$ cat src/rtl/riv_async_fifo_pkg.sv
// rtl/riv_async_fifo_pkg.sv - shared FSM state types for the async-FIFO pointer handshake
package riv_async_fifo_pkg;

    typedef enum logic [2:0] {
        RX_RESET   = 3'd0,
        RX_IDLE    = 3'd1,
        RX_CAPTURE = 3'd2,
        RX_ACK     = 3'd3
    } fsm_rx_t;

    typedef enum logic [2:0] {
        TX_RESET = 3'd0,
        TX_IDLE  = 3'd1,
        TX_REQ   = 3'd2,
        TX_WAIT  = 3'd3
    } fsm_tx_t;

endpackage

$ cat src/rtl/riv_sync_bit.sv
// rtl/riv_sync_bit.sv - multi-flop single-bit synchroniser with synchronous active-high clear
module riv_sync_bit #(
    parameter int STAGES = 2
) (
    input  logic clk,
    input  logic rst,
    input  logic i_d,
    output logic o_q
);

    (* ASYNC_REG = "TRUE" *) logic [STAGES-1:0] r_sync;

    always_ff @(posedge clk) begin
        if (rst) begin
            r_sync <= '0;
        end else begin
            r_sync <= {r_sync[STAGES-2:0], i_d};
        end
    end

    assign o_q = r_sync[STAGES-1];

endmodule

$ cat src/rtl/riv_async_fifo_ptr_rx.sv
// rtl/riv_async_fifo_ptr_rx.sv - receive side of the async-FIFO pointer four-phase handshake
// Optional watchdog: RIV_ASYNC_FIFO_PTR_RX_TIMEOUT_EN
module riv_async_fifo_ptr_rx
    import riv_async_fifo_pkg::*;
#(
    parameter int ADDR_WIDTH     = 10,
    parameter int SYNC_STAGES    = 2,
    parameter int TIMEOUT_CYCLES = 1024
) (
    input  logic                  clk,
    input  logic                  rst,
    input  logic                  fsm_req,
    input  logic [ADDR_WIDTH-1:0] fsm_data,
    output logic                  fsm_ack,
    output logic [ADDR_WIDTH-1:0] addr,
    output logic                  addr_vld,
    output logic                  err
);

    logic                  w_req_s;
    fsm_rx_t               r_state;
    fsm_rx_t               w_state_nxt;
    logic                  r_ack;
    logic [ADDR_WIDTH-1:0] r_addr;
    logic                  r_addr_vld;

    riv_sync_bit #(
        .STAGES(SYNC_STAGES)
    ) u_sync_req (
        .clk (clk),
        .rst (rst),
        .i_d (fsm_req),
        .o_q (w_req_s)
    );

    always_comb begin
        w_state_nxt = RX_RESET;
        case (r_state)
            RX_RESET:   w_state_nxt = RX_IDLE;
            RX_IDLE:    w_state_nxt = w_req_s ? RX_CAPTURE : RX_IDLE;
            RX_CAPTURE: w_state_nxt = RX_ACK;
            RX_ACK:     w_state_nxt = w_req_s ? RX_ACK : RX_IDLE;
            default:    w_state_nxt = RX_RESET;
        endcase
    end

    // Ack gets its own flop, loaded from the next state, so it reaches the far domain glitch-free.
    always_ff @(posedge clk) begin
        if (rst) begin
            r_state    <= RX_RESET;
            r_ack      <= 1'b0;
            r_addr     <= '0;
            r_addr_vld <= 1'b0;
        end else begin
            r_state    <= w_state_nxt;
            r_ack      <= (w_state_nxt == RX_ACK);
            r_addr_vld <= (r_state == RX_CAPTURE);
            if (r_state == RX_CAPTURE) begin
                r_addr <= fsm_data;
            end
        end
    end

    assign fsm_ack  = r_ack;
    assign addr     = r_addr;
    assign addr_vld = r_addr_vld;

`ifdef RIV_ASYNC_FIFO_PTR_RX_TIMEOUT_EN
    localparam int              LP_CW  = $clog2(TIMEOUT_CYCLES + 1);
    localparam logic [LP_CW-1:0] LP_MAX = LP_CW'(TIMEOUT_CYCLES);

    logic [LP_CW-1:0] r_cnt;
    logic [LP_CW-1:0] w_cnt_nxt;
    logic             r_err;

    always_comb begin
        w_cnt_nxt = '0;
        if (r_state == RX_ACK) begin
            w_cnt_nxt = (r_cnt == LP_MAX) ? r_cnt : r_cnt + 1'b1;
        end
    end

    // err is set on the same edge the count reaches the limit.
    always_ff @(posedge clk) begin
        if (rst) begin
            r_cnt <= '0;
            r_err <= 1'b0;
        end else begin
            r_cnt <= w_cnt_nxt;
            r_err <= r_err | (w_cnt_nxt == LP_MAX);
        end
    end

    assign err = r_err;
`else
    logic w_unused_timeout;
    assign w_unused_timeout = ^TIMEOUT_CYCLES;
    assign err              = 1'b0;
`endif

endmodule

$ cat config.mk
export PLATFORM = sky130hd
export DESIGN_NAME = riv_async_fifo_ptr_rx
export DESIGN_NICKNAME = d
export VERILOG_FILES = /design/src/rtl/riv_async_fifo_pkg.sv /design/src/rtl/riv_sync_bit.sv /design/src/rtl/riv_async_fifo_ptr_rx.sv
export SDC_FILE = /design/constraint.sdc
export NUM_CORES = 1
export LEC_CHECK = 0
export CAP_MARGIN = 10
export CORE_AREA = 2 2 47 49
export DETAILED_ROUTE_END_ITERATION = 8
export DIE_AREA = 0 0 49 51
export GPL_TIMING_DRIVEN = 1
export PLACE_DENSITY_LB_ADDON = 0.05
export SLEW_MARGIN = 5
export SYNTH_ARGS = -nofsm -noshare
export SYNTH_HDL_FRONTEND = slang
export SYNTH_SLANG_ARGS = --single-unit
$ cat constraint.sdc
create_clock -name clk -period 0.85 [get_ports clk]
set_input_delay 0.17 -clock clk [delete_from_list [all_inputs] [get_ports clk]]
set_output_delay 0.17 -clock clk [all_outputs]
set_load 0.05 [all_outputs]
==> metrics.txt <==
Switching Power 316 uW; Die X 49 um; Critical Path AT 0.79 ns; row count 17; Net Sw Frac 23.0%; H-tree depth 1; Leak around 0.00044 uW; number of global-route vias before repair 521; R2R depth 3; sequential group share of total power 56.5%; Initial Util 33.5%; largest net degree at the start of global routing 13; wire length on met3 ~70 um; first drt pass iteration count 2; CTS Buf Count 3; total track usage 12.6%; setup TNS -1.06 ns; most frequent cells in the layout dfxtp_2 (13), buf_12 (12), clkdlybuf4s50_1 (11); #FFs+latches synth 16; Hold Path Depth 3; Final Hold Violating Endpoints 0; synthesized area 692 sq um; synth unique cells 16; CP Launch Type register; Crit path max-delay family flip-flops; area growth from synthesis to layout 69.8%; Root Buffer clkbuf_4; global-route wire length before repair between 2 and 2.5 mm; die extent in y 51 um; Clock Power Share 27.7%; final hold slack roughly 0.42 ns; Max FO, Critical Path 2; Logic pwr share ~16%; count of pins over their slew limit 0; Post-DP HPWL 988 um; worst hold path type in2reg; start point of the worst hold path rst; Crit. End Element primary output; CP max stage delay roughly 0.37 ns; outcome complete, but fails checks; initial DRC count 4; initial antenna violation count 0; final worst-path cycle share 113%; post-synthesis sequential area ratio between 40% and 50%; final setup violation count 12; VDD IR max 0.661 mV; fraction of layout cells with a size suffix above 1 50.0%; Final Critical Period 0.958 ns; core area 2060 sq um; Worst Path Required between 0.6 and 0.7 ns; Max Buffers Root-to-Sink 2; reg2reg setup slack 0.02 ns; Synth Instances 64; GPL Wtd Cong between 0.6 and 0.7; Post-route DRC 0; syn nets 77; post-synthesis average cell area approximately 11 sq um; total grt overflow 0; Yosys warnings 0; Die Area 2500 sq um; Max Used Layer met4; clk_lat worst skew 0.27 ns; routed vias 563; maxcap violations 0; post-layout util 56.9%; Bufs and invs on worst path 1; Layout Skew 0.00444 ns; most common cell after layout, fill and taps aside dfxtp_2; pwr dens 1170 nW/um^2; final wirelength 1.43 mm; failing checks setup timing; crit path from addr[2]; Internal 1060 uW; IO Port Bufs 24; f_max 1040 MHz; Antenna Cells 0; worst r2r src r_state[0]; slowest library cell on the worst path dfxtp_2; Routed met2 length around 650 um; Placed Area 1110 sq um; CTS tree yes; design area 1170 sq um; ANT nets after route 0; Place WS -0.341 ns; Sink Count 16; crit path kind reg2out; Clock transition at path regs ~0.090 ns; reg-to-reg endpoint addr[9]; RSZ-0062 raised after global routing yes; routed metal-1 wire length roughly 700 um; I/O pins 26; nets 111; hold path endpoint r_state[1]; detail-routed via count per cell 4.54; Wirelength per Cell 11.5 um; final setup margin -0.108 ns; CP cell instances buf_12
power by group through the flow:
stage                     clock network [uW]  registers (uW)  logic [uW]
after floorplan                            0             812        85.9
after global placement                     0             793         206
after detailed placement                   0             793         206
after CTS                                403             777         216
after global routing                     460             780         227
final                                    382             777         216
synthesized netlist by cell type (all sizes together):
cell,instances,area [sq um]
nor2b,3,18.8
inv,2,7.51
a21oi,1,8.76
nand2,1,3.75
nand4bb,10,113
o21ai,10,65.1
a211oi,1,12.5
nand2b,11,76.3
nor2,1,3.75
dfxtp,16,320
a31oi,1,6.26
buf,6,52.6
conb,1,3.75
logic make-up (layout without fill, tap and decap cells):
logic type	Yosys count	after routing	share of synthesized area [%]
other	1	1	0.542
and+or+nand+nor	26	26	31.1
AOI/OAI and AO/OA	13	13	13.4
DFF	16	16	46.3
buffers and inverters	8	40	8.68
how the worst max path moves through the flow:
stage,endpoint,depth (start not counted)
detailed placement,addr[0],4
global route,addr[2],1
global placement,addr[0],4
CTS,addr[2],1
floorplan,addr[3],3
finish,addr[2],1
area by class of cell:
class,instances,area (sq um)
flip-flops and latches,16,340
repair buffers,35,450
multi-input cells,40,319
clock buffers,3,22.5
fillers,188,888
inverters,2,7.51
well taps,28,35.0
metrics by stage:
step / cells / total power [uW]
2_1_floorplan: 64 / 898
3_3_place_gp: 118 / 999
3_5_place_dp: 118 / 999
4_1_cts: 124 / 1400
5_1_grt: 124 / 1470
6_report: 124 / 1370
metal layers:
layer	global-route usage, %	vias to the layer above
met5	0	-
met3	3.22	2
li1	-	284
met1	15.1	263
met2	19.9	14
met4	8.57	0
registers in the layout, summed over array words and instances, names as in the netlist:
name / cells
r_state: 2
u_sync_req.r_sync: 2
addr: 10
addr_vld: 1
fsm_ack: 1
repair_timing:
item	4_1_cts	5_1_grt
gates cloned	1	0
hold buffers	0	0
setup buffers	2	0
setup endpoints to repair	22	25
gates resized for setup	6	5
No activity file was read; power rests on OpenSTA's default activity.
